<file path="src/rtl/des_key_scheduler.sv">
// DES key schedule generator: streams the 16 round subkeys (K1..K16, or
// K16..K1 when decrypting) over a valid/ready handshake.
// Optional build macro: DES_KEY_PARITY_EN rejects keys whose bytes do not
// all have odd parity; without it parity bits are ignored and key_err is 0.
//
// state | meaning
// IDLE  | waiting for start; C/D hold the last schedule (or zero after reset)
// RUN   | presenting subkey[index]; advances on each handshake
module des_key_scheduler (
    input  logic        clk,
    input  logic        rst,
    input  logic [63:0] key_in,
    input  logic        start,
    input  logic        decrypt,
    output logic        busy,
    output logic [47:0] subkey,
    output logic [3:0]  subkey_round,
    output logic        subkey_valid,
    input  logic        subkey_ready,
    output logic        done,
    output logic        key_err
);

    typedef enum logic {S_IDLE, S_RUN} state_t;

    // Permuted choice tables in FIPS 46-3 numbering (bit 1 = MSB).
    localparam int PC1_TAB [56] = '{
        57, 49, 41, 33, 25, 17,  9,  1, 58, 50, 42, 34, 26, 18,
        10,  2, 59, 51, 43, 35, 27, 19, 11,  3, 60, 52, 44, 36,
        63, 55, 47, 39, 31, 23, 15,  7, 62, 54, 46, 38, 30, 22,
        14,  6, 61, 53, 45, 37, 29, 21, 13,  5, 28, 20, 12,  4
    };
    localparam int PC2_TAB [48] = '{
        14, 17, 11, 24,  1,  5,  3, 28, 15,  6, 21, 10,
        23, 19, 12,  4, 26,  8, 16,  7, 27, 20, 13,  2,
        41, 52, 31, 37, 47, 55, 30, 40, 51, 45, 33, 48,
        44, 49, 39, 56, 34, 53, 46, 42, 50, 36, 29, 32
    };

    function automatic logic [55:0] pc1(input logic [63:0] k);
        logic [55:0] r;
        r = '0;
        for (int j = 0; j < 56; j++)
            r[6'(55 - j)] = k[6'(64 - PC1_TAB[j])];
        return r;
    endfunction

    function automatic logic [47:0] pc2(input logic [55:0] cd);
        logic [47:0] r;
        r = '0;
        for (int j = 0; j < 48; j++)
            r[6'(47 - j)] = cd[6'(56 - PC2_TAB[j])];
        return r;
    endfunction

    // Rotate a 28-bit half by one or two places in either direction.
    function automatic logic [27:0] rot(input logic [27:0] x, input logic left, input logic two);
        logic [27:0] r;
        if (left)
            r = two ? {x[25:0], x[27:26]} : {x[26:0], x[27]};
        else
            r = two ? {x[1:0], x[27:2]} : {x[0], x[27:1]};
        return r;
    endfunction

    // Shift schedule s1..s16: single shift only in rounds 1, 2, 9 and 16.
    function automatic logic shift_is_two(input logic [4:0] n);
        return !(n == 5'd1 || n == 5'd2 || n == 5'd9 || n == 5'd16);
    endfunction

    state_t      r_state;
    logic [27:0] r_c;
    logic [27:0] r_d;
    logic [3:0]  r_idx;
    logic        r_dec;
    logic        r_done;
    logic        r_key_err;

    logic [55:0] w_pc1;
    logic [4:0]  w_shift_round;
    logic        w_two;
    logic        w_par_bad;

    assign w_pc1 = pc1(key_in);

    // Encrypt steps forward to round idx+2; decrypt undoes round 16-idx.
    assign w_shift_round = r_dec ? (5'd16 - {1'b0, r_idx}) : ({1'b0, r_idx} + 5'd2);
    assign w_two         = shift_is_two(w_shift_round);

`ifdef DES_KEY_PARITY_EN
    // A key is rejected if any byte has even parity.
    always_comb begin
        w_par_bad = 1'b0;
        for (int b = 0; b < 8; b++)
            if (!(^key_in[b*8 +: 8]))
                w_par_bad = 1'b1;
    end
`else
    assign w_par_bad = 1'b0;
`endif

    // Schedule FSM: loads C/D on start, rotates them on each accepted subkey.
    always_ff @(posedge clk or negedge rst) begin
        if (!rst) begin
            r_state   <= S_IDLE;
            r_c       <= '0;
            r_d       <= '0;
            r_idx     <= '0;
            r_dec     <= 1'b0;
            r_done    <= 1'b0;
            r_key_err <= 1'b0;
        end else begin
            r_done    <= 1'b0;
            r_key_err <= 1'b0;
            case (r_state)
                S_IDLE: begin
                    if (start) begin
                        if (w_par_bad) begin
                            r_key_err <= 1'b1;
                        end else begin
                            r_dec   <= decrypt;
                            r_idx   <= '0;
                            r_state <= S_RUN;
                            // C16/D16 equal C0/D0, so decrypt starts unrotated.
                            if (decrypt) begin
                                r_c <= w_pc1[55:28];
                                r_d <= w_pc1[27:0];
                            end else begin
                                r_c <= rot(w_pc1[55:28], 1'b1, 1'b0);
                                r_d <= rot(w_pc1[27:0], 1'b1, 1'b0);
                            end
                        end
                    end
                end
                S_RUN: begin
                    if (subkey_ready) begin
                        if (r_idx == 4'd15) begin
                            r_state <= S_IDLE;
                            r_done  <= 1'b1;
                        end else begin
                            r_idx <= r_idx + 4'd1;
                            r_c   <= rot(r_c, !r_dec, w_two);
                            r_d   <= rot(r_d, !r_dec, w_two);
                        end
                    end
                end
                default: r_state <= S_IDLE;
            endcase
        end
    end

    assign busy         = (r_state == S_RUN);
    assign subkey_valid = (r_state == S_RUN);
    assign subkey_round = r_idx;
    assign subkey       = pc2({r_c, r_d});
    assign done         = r_done;
    assign key_err      = r_key_err;

endmodule
</file>
<file path="config.mk">
export PLATFORM = sky130hd
export DESIGN_NAME = des_key_scheduler
export DESIGN_NICKNAME = d
export VERILOG_FILES = /design/src/rtl/des_key_scheduler.sv
export SDC_FILE = /design/constraint.sdc
export NUM_CORES = 1
export LEC_CHECK = 0
export CORE_UTILIZATION = 52
export CTS_CLUSTER_SIZE = 40
export DETAILED_ROUTE_END_ITERATION = 10
export PLACE_DENSITY = 0.84
export SYNTH_ARGS = -nofsm -noshare
export SYNTH_HDL_FRONTEND = slang
export SYNTH_SLANG_ARGS = --single-unit
export TNS_END_PERCENT = 30
</file>
<file path="constraint.sdc">
create_clock -name clk -period 6.8 [get_ports clk]
set_input_delay 1.36 -clock clk [delete_from_list [all_inputs] [get_ports clk]]
set_output_delay 1.36 -clock clk [all_outputs]
set_load 0.01 [all_outputs]
</file>
==> results.md, run 1 <==
- Once placement completed, the tool counted placed cells totaling 703.
- The number of failing setup endpoints in the final timing report is 0.
- The final routed DRC violation total is 0.
- The critical path's slowest cell is sky130_fd_sc_hd__a2111oi_4.
- The core region is roughly 9700 µm².
- The power share of the sequential group is 26.2%.
- Post-CTS timing repair inserted 0 buffers for setup.
- The data arrival time of the critical path is approximately 4 ns.
- The cell-internal power is 1.55 mW.
- The critical path required time is 7.01 ns.
- Among cell families on the critical path, the largest total delay comes from compound AO/OA/AOI/OAI gates.
- For the worst-skew pair, the clock arrives at the later sink with an insertion delay of 0.35 ns.
- The fmax is 260 MHz.
- The count of antenna diodes in the layout is 0.
- The die is 102 µm tall.
- TritonCTS built the clock tree.
- The final sum of negative setup slack is 0 ns.
- Summed over all cells, the static leakage comes to 2.49 nW.
- The H-tree generated during clock tree synthesis spans 3 levels.
- The initial utilization of the core area, before any placement, comes to 53.5%.
- After clock tree synthesis, the clock-pin slew on the worst setup and hold paths is 0.07 ns.
- The worst setup path is launched from a flip-flop.
- Traced cell by cell, the critical path runs through inv_1, ha_1, or3b_4, a2111oi_4, or2_1, buf_4, o221a_1, o31ai_2.
- The total of cells resized after clock tree synthesis is 0.
- Setup repair after global routing left no endpoint under its margin.
- The clock network burns 12.6% of the power.
- The detail route stage leaves a number of antenna-violating nets equal to 0.
- The detailed-placement wirelength estimate is between 8000 and 9000 µm.
- The number of nets in the layout is between 600 and 700.
- The die covers between 10,000 and 15,000 µm².
- In this run, post-CTS hold repair placed 0 buffers.
- In this run the worst hold path is classified as reg2reg.
- At the end of routability-driven placement, the weighted congestion stood at 0.811.
- After synthesis, the mean cell area works out to 8.77 µm².
- The quantity of I/O buffers inserted on ports is 53.
- The number of sinks handled by clock tree synthesis is 63.
- In the layout the commonest cells are sky130_fd_sc_hd__nand2_1 (93), sky130_fd_sc_hd__dfrtp_1 (62), sky130_fd_sc_hd__clkdlybuf4s50_1 (52).
- The cell chosen for the clock root is sky130_fd_sc_hd__clkbuf_8.
- The number of antenna violations at the first check in global routing was 0.
- The number of global-route vias before repair is approximately 4.4k.
- The run finished with clean final reports.
- Of the total power, the share spent switching nets is approximately 48%.
- The initialized floorplan defines 36 standard-cell rows.
- The total iterations of the first detailed-routing run is 5.
- The routed via count divided by cell count is around 6.5.
- The pin count of the biggest net entering global routing is 77.
- The worst clock skew on the final layout is between 0.01 and 0.015 ns.
- The critical path in this run is classified as reg2reg.
- The analysis attributes to net switching a power of 1.45 mW.
- The number of library cell types mapped by synthesis is 39.
- The maximum vdd drop is 0.291 mV.
- The most frequent standard cell in the layout excluding fill and tap cells is sky130_fd_sc_hd__nand2_1.
- The overall via count from detail_route is 4,686.
- Yosys printed 0 warnings.
- The final-report max-slew violation count is 0.
- The number of buffers inserted during clock tree synthesis is 9.
- Counting every instance in the synthesized netlist gives 594.
- Global routing used 26.7% of the available tracks.
- The biggest area contributor in the post-synthesis netlist is sky130_fd_sc_hd__dfrtp_1.
- For this run, the slowest stage of the critical path takes 1.09 ns.
- The violation count after the first detailed-route iteration is 474.
- The sequential share of the synthesized area is 30.3%.
- The slew of the pin with the lowest slew margin is 1.22 ns.
- The worst setup path is captured at a flip-flop.
- The synthesized design devotes to its leading area cell type 30.3% of total area.
- After global routing the overflow that remains totals 0.
- The number of I/O pins is approximately 130.
- By area the synthesized netlist is led by sky130_fd_sc_hd__dfrtp_1 (30%), sky130_fd_sc_hd__mux2i_1 (9.2%), sky130_fd_sc_hd__buf_4 (7.6%).
- For this design the ratio of total power to cell area is about 530 nW/µm².
- In the final routed layout, each cell accounts on average for 18.3 µm.
- The critical path contains buffers and inverters numbering 2 combined.
- Along the worst path, the maximum fanout reaches 29.
- The headroom to the max-slew limit is 18.5%.
- Relative to the synthesized area, the layout overhead comes to 9.27%.
- Once layout is complete, the cells apart from fillers number 719.
- Setup slack on the worst reg-to-reg path comes out at just under 3 ns.
- Max-cap violations in this run came to 0.
- The final hold violation count was 0.
- The maximum buffer depth of the clock tree is 2.
- The die width is 102 µm.
- The first global-routing pass estimated approximately 22,000 µm of wire.
- The final critical delay including setup and external delays is 3.85 ns.
- The synthesized netlist occupies a cell area of 5210 µm².
- The synthesized design contains 63 register bits.
- Combinational logic burns about 61% of the power.
- The final routed wirelength across all metal layers is 13,100 µm.
- The share of the clock period used by the worst path after layout is 56.6%.
- Of the cells placed in the final design, the portion with a size suffix greater than 1 is under 10%.
## area by class of cell
| cell class | instances | area (µm²) |
|---|---|---|
| fill | 862 | 4040 |
| multi-input combinational | 419 | 3030 |
| sequential | 63 | 1580 |
| timing repair buffer | 63 | 601 |
| tap | 133 | 166 |
| clock buffer | 13 | 159 |
| inverter | 25 | 93.8 |
| clock inverter | 3 | 65.1 |
## kinds of logic after synthesis
| group | count (synthesis) | synth area share, % |
|---|---|---|
| flip-flops | 63 | 30.3 |
| multiplexers | 53 | 10.3 |
| adder cells (fa/ha/maj) | 4 | 0.961 |
| other | 1 | 0.0720 |
| AND/OR/NAND/NOR | 164 | 14.1 |
| XOR/XNOR | 4 | 0.673 |
| buffers and inverters | 134 | 13.7 |
| AO/OA/AOI/OAI | 171 | 29.9 |
## state kept, by name, summed over array words and instances (netlist names)
name,flops
subkey_round,4
done,1
r_dec,1
r_d,28
busy,1
r_c,28
## cell usage after synthesis
cell	n
sky130_fd_sc_hd__conb_1	1
sky130_fd_sc_hd__o211ai_1	16
sky130_fd_sc_hd__buf_4	53
sky130_fd_sc_hd__or3_1	1
sky130_fd_sc_hd__nand4bb_1	1
sky130_fd_sc_hd__or3b_4	1
sky130_fd_sc_hd__mux2i_1	48
sky130_fd_sc_hd__ha_1	4
sky130_fd_sc_hd__a2111oi_4	1
sky130_fd_sc_hd__nor3_2	1
sky130_fd_sc_hd__nand3_1	5
sky130_fd_sc_hd__clkbuf_1	41
sky130_fd_sc_hd__o31ai_1	31
sky130_fd_sc_hd__mux2_2	5
sky130_fd_sc_hd__o21a_1	1
sky130_fd_sc_hd__o21ai_0	2
sky130_fd_sc_hd__a21oi_1	9
sky130_fd_sc_hd__inv_1	25
sky130_fd_sc_hd__a31oi_1	2
sky130_fd_sc_hd__nand3b_1	1
sky130_fd_sc_hd__nor3_1	1
sky130_fd_sc_hd__o311a_1	15
sky130_fd_sc_hd__buf_2	11
sky130_fd_sc_hd__o221ai_1	16
sky130_fd_sc_hd__o221a_1	21
sky130_fd_sc_hd__or2_1	1
sky130_fd_sc_hd__nor2b_1	27
sky130_fd_sc_hd__a21o_1	1
sky130_fd_sc_hd__xnor2_1	3
sky130_fd_sc_hd__a221oi_1	36
sky130_fd_sc_hd__xor2_1	1
sky130_fd_sc_hd__and3b_1	1
sky130_fd_sc_hd__o31ai_2	20
sky130_fd_sc_hd__and3_1	1
sky130_fd_sc_hd__dfrtp_1	63
sky130_fd_sc_hd__nor2_1	29
sky130_fd_sc_hd__and4b_1	1
sky130_fd_sc_hd__buf_1	4
sky130_fd_sc_hd__nand2_1	93
## per-layer routing
metal  global-route usage (%)  routed length (µm)
met2                     40.9                6220
met5                        0                   0
met4                     10.3                 258
met1                     37.0                5630
met3                     5.40                1030
## worst min-delay path: stages, from the launching register on
cell and delay [ns]:
sky130_fd_sc_hd__dfrtp_1 0.37, sky130_fd_sc_hd__nand2_1 0.06, sky130_fd_sc_hd__o31ai_1 0.06
## power groups by stage
| stage | Combinational (mW) | Sequential (mW) | Clock, mW |
|---|---|---|---|
| after global placement | 1.75 | 0.771 | 0 |
| after global routing | 2.00 | 0.813 | 0.404 |
| final | 1.84 | 0.788 | 0.380 |
| after detailed placement | 1.81 | 0.784 | 0 |
| after CTS | 1.82 | 0.779 | 0.380 |
| after floorplan | 1.50 | 0.691 | 0 |
## per-stage QoR
| stage | setup slack [ns] | utilization, % | hold WS, ns | instance area [µm²] | power (mW) |
|---|---|---|---|---|---|
| final | 2.95 | 58.5 | 0.520 | 5690 | 3.01 |
| after global routing | 2.75 | 58.5 | 0.561 | 5690 | 3.22 |
| after CTS | 2.99 | 58.5 | 0.514 | 5690 | 2.98 |
| after detailed placement | 3.04 | 56.2 | 0.497 | 5470 | 2.59 |
| after global placement | 3.10 | 56.2 | 0.490 | 5470 | 2.52 |
| after floorplan | 4.00 | - | 0.471 | 5290 | 2.19 |
## final timing paths
| path | endpoint | start | depth (start not counted) |
|---|---|---|---|
| hold reg to reg | r_c[11] | r_c[11] | 2 |
| min in group asynchronous | r_c[20] | rst | 2 |
| hold / removal | r_c[11] | r_c[11] | 2 |
| setup reg to reg | r_c[24] | subkey_round[0] | 8 |
| max in group asynchronous | r_dec | rst | 2 |
| setup / recovery | r_c[24] | subkey_round[0] | 8 |
Note: power is estimated with default switching activity, not from simulation.
==> run 2, diff against run 1 <==
Settings changed: CORE_UTILIZATION 52 to 51, PLACE_DENSITY 0.84 to 0.83.
Clock period 6.8 ns to 3.6 ns, I/O delays scaled along.
==> run 2 against run 1 <==
Against the previous run: core utilization increased by 0.46 points; setup slack worse by 2.5 ns; critical path depth unchanged; register-to-register slack worse by 2.5 ns; combinational power increased by 92%.
==> results.md, run 2 (synthesis results as in run 1) <==
- Run status: completed (unchanged).
- The detail-routed net length per standard cell is 18.9 µm (was 18.3 µm).
- The share of final-layout standard cells stronger than drive strength 1 is 11.1% (was 9.90%).
- The cell chosen for the clock root was sky130_fd_sc_hd__clkbuf_8 (unchanged).
- The area of all sequential standard cells is 1580 µm² (unchanged).
- The most frequent standard cell in the layout excluding fill and tap cells is sky130_fd_sc_hd__nand2_1 (unchanged).
- The number of buffers inserted during clock tree synthesis is 9 (unchanged).
- The pin count of the biggest net entering global routing is 50 (was 77).
- The worst clock skew on the final layout is 0.0100 ns (was 0.0115 ns).
- The power share of the sequential group came to 26.6% (was 26.2%).
- The type of origin of the critical path is a flip-flop (unchanged).
- The maximum vdd drop was 0.435 mV (was 0.291 mV).
- The final routed DRC violation total is 0 (unchanged).
- The clock-pin slew of the registers on the worst-case setup and hold paths came to 0.07 ns (about the same).
- The quantity of I/O buffers inserted on ports is 53 (unchanged).
- The insertion delay to the later sink of the worst-skew pair is 0.34 ns (was 0.35 ns).
- The routed via count divided by cell count is 6.52 (about the same).
- The violation count after the first detailed-route iteration came to 541 (was 474).
- The headroom to the max-slew limit is 46.0% (was 18.5%).
- The last weighted congestion value of the routability-driven placer is 0.843 (was 0.811).
- The total of cells resized after clock tree synthesis is 0 (unchanged).
- The final sum of negative setup slack is 0 ns (unchanged).
- The number of global-route vias before repair came to 4,486 (was 4,424).
- The delay of the slowest cell on the worst path is 0.72 ns (was 1.09 ns).
- The clock share of power is 12.3% (was 12.6%).
- Cells along the critical path: inv_1, ha_1, nand4bb_1, nor2_1, nor3_4, buf_4, mux2i_1, o221ai_1 (was inv_1, ha_1, or3b_4, a2111oi_4, or2_1, buf_4, o221a_1, o31ai_2).
- The cell-internal power was 3.01 mW (was 1.55 mW).
- The final hold violation count is 0 (unchanged).
- The worst hold slack across all endpoints came to 0.338 ns (was 0.520 ns).
- The critical path required time is 3.78 ns (was 7.01 ns).
- The data arrival time of the critical path is 3.31 ns (was 4.06 ns).
- The share of the clock period used by the worst path after layout is 86.9% (was 56.6%).
- The net switching fraction of the power was 47.9% (was 48.3%).
- The number of inserted filler cells in the final layout was 851 (was 862).
- The total net switching power came to 2.77 mW (was 1.45 mW).
- The startpoint of the lowest-slack register-to-register path is subkey_round[0] (unchanged).
- The combinational power share is 61.1% (about the same).
- The number of I/O pins came to 125 (unchanged).
- The post-CTS repair timing setup buffer count is 0 (unchanged).
- The power per unit of standard cell area came to 998 nW/µm² (was 528 nW/µm²).
- The critical path's slowest cell was sky130_fd_sc_hd__nor3_4 (was sky130_fd_sc_hd__a2111oi_4).
- The count of antenna diodes in the layout is 0 (unchanged).
- The number of antenna violations at the first check in global routing was 0 (unchanged).
- The fmax came to 320 MHz (was 260 MHz).
- The effective utilization at floorplan is 53.0% (was 53.5%).
- The area of the core was 9820 µm² (was 9730 µm²).
- The reg-to-reg setup timing slack was 0.47 ns (was 2.95 ns).
- The height of the die is 103 µm (was 102 µm).
- The total global routing track utilization was 27.6% (was 26.7%).
- The depth of the worst register-to-register path was 8 (unchanged).
- The leakage power total is 2.54 nW (was 2.49 nW).
- The number of nets in the layout is 662 (was 654).
- The number of sinks handled by clock tree synthesis came to 63 (unchanged).
- The critical path class is reg2reg (unchanged).
- The largest fanout of any net on the critical path is 16 (was 29).
- The remaining antenna violation count after routing is 0 (unchanged).
- The die outline area was 10,600 µm² (was 10,400 µm²).
- The endpoint of the worst-slack reg-to-reg timing path is r_d[27] (was r_c[24]).
- The multi-input logic area came to 3030 µm² (unchanged).
- The detailed-placement wirelength estimate is 8870 µm (was 8160 µm).
- The number of failing setup endpoints in the final timing report was 0 (unchanged).
- The total of max-cap violations is 0 (unchanged).
- The total iterations of the first detailed-routing run was 5 (unchanged).
- The worst min-delay path category was in2async (was reg2reg).
- The number of cell rows is 36 (unchanged).
- The final routed wirelength across all metal layers is 13,800 µm (was 13,100 µm).
- The maximum buffer depth of the clock tree is 2 (unchanged).
- The slew of the pin with the lowest slew margin is 0.807 ns (was 1.22 ns).
- The maximum level of the CTS H-tree came to 3 (unchanged).
- Unrepaired setup endpoints after global routing: false (unchanged).
- The nature of the critical path endpoint is a flip-flop (unchanged).
- Most frequent cells in the layout: sky130_fd_sc_hd__nand2_1 (93), sky130_fd_sc_hd__dfrtp_1 (62), sky130_fd_sc_hd__clkdlybuf4s50_1 (52) (unchanged).
- The final-report max-slew violation count was 0 (unchanged).
- The overflow left after global routing is 0 (unchanged).
- The overall via count from detail_route was 4,741 (was 4,686).
- The cts-stage hold buffer count is 0 (unchanged).
- The first-pass GRT wire length came to 22,800 µm (was 21,900 µm).
- The final critical delay including setup and external delays is 3.13 ns (was 3.85 ns).
- The clock tree from TritonCTS is done (unchanged).
- The post-synthesis to final-layout area growth is 11.1% (was 9.27%).
- The die width is 103 µm (was 102 µm).
==> run 2: cell count changes in the layout (fill, tap and decap cells not counted), sizes merged <==
cell  delta
buf      +8
==> run 2: cell type report <==
cell class,count,area share (%)
inverter,25,1.62
tap,133,2.88
clock inverter,3,1.12
sequential,63,27.3
multi-input combinational,419,52.3
timing repair buffer,71,12.1
clock buffer,13,2.75
==> run 2: how the worst max path moves through the flow <==
stage / from / end / slack [ns]
3_5_place_dp: subkey_round[0] / r_d[2] / 0.54
3_3_place_gp: subkey_round[0] / r_d[2] / 0.66
2_1_floorplan: subkey_round[0] / r_d[14] / 0.83
6_report: subkey_round[0] / r_d[27] / 0.47
5_1_grt: subkey_round[0] / r_d[27] / 0.35
4_1_cts: subkey_round[0] / r_d[2] / 0.49
==> run 2: power groups by stage <==
stage                     Combinational, mW  Clock [mW]  Sequential, mW
after global placement                 3.37           0            1.50
after floorplan                        2.83           0            1.31
final                                  3.53       0.713            1.53
after CTS                              3.50       0.716            1.52
after detailed placement               3.48           0            1.53
after global routing                   3.83       0.746            1.58
==> run 2: metrics by stage <==
step	instances	setup WS, ns	util (%)	cell area [µm²]	power, mW
after detailed placement	711	0.538	56.7	5560	5.01
after floorplan	616	0.835	-	5290	4.14
after CTS	727	0.494	58.9	5790	5.73
after global placement	711	0.661	56.7	5560	4.88
after global routing	727	0.347	58.9	5790	6.16
final	727	0.473	58.9	5790	5.77
==> run 2: routing by layer <==
metal  part of all wire [%]  GRT usage (%)  vias to the layer above
met3                    7.2           3.46                       29
met5                      0              0                        -
met4                    1.8           10.8                        0
li1                       -              -                     2126
met1                     42           37.3                     2330
met2                     49           44.9                      256
==> run 2: worst max-delay path: cells and delay by family (launching register included) <==
kind | cells | cell delay, ns
DFF | 1 | 0.58
AOI/OAI and AO/OA | 1 | 0.17
and+or+nand+nor | 3 | 1.03
buffers and inverters | 2 | 0.51
muxes | 1 | 0.29
adders and majority gates | 1 | 0.38
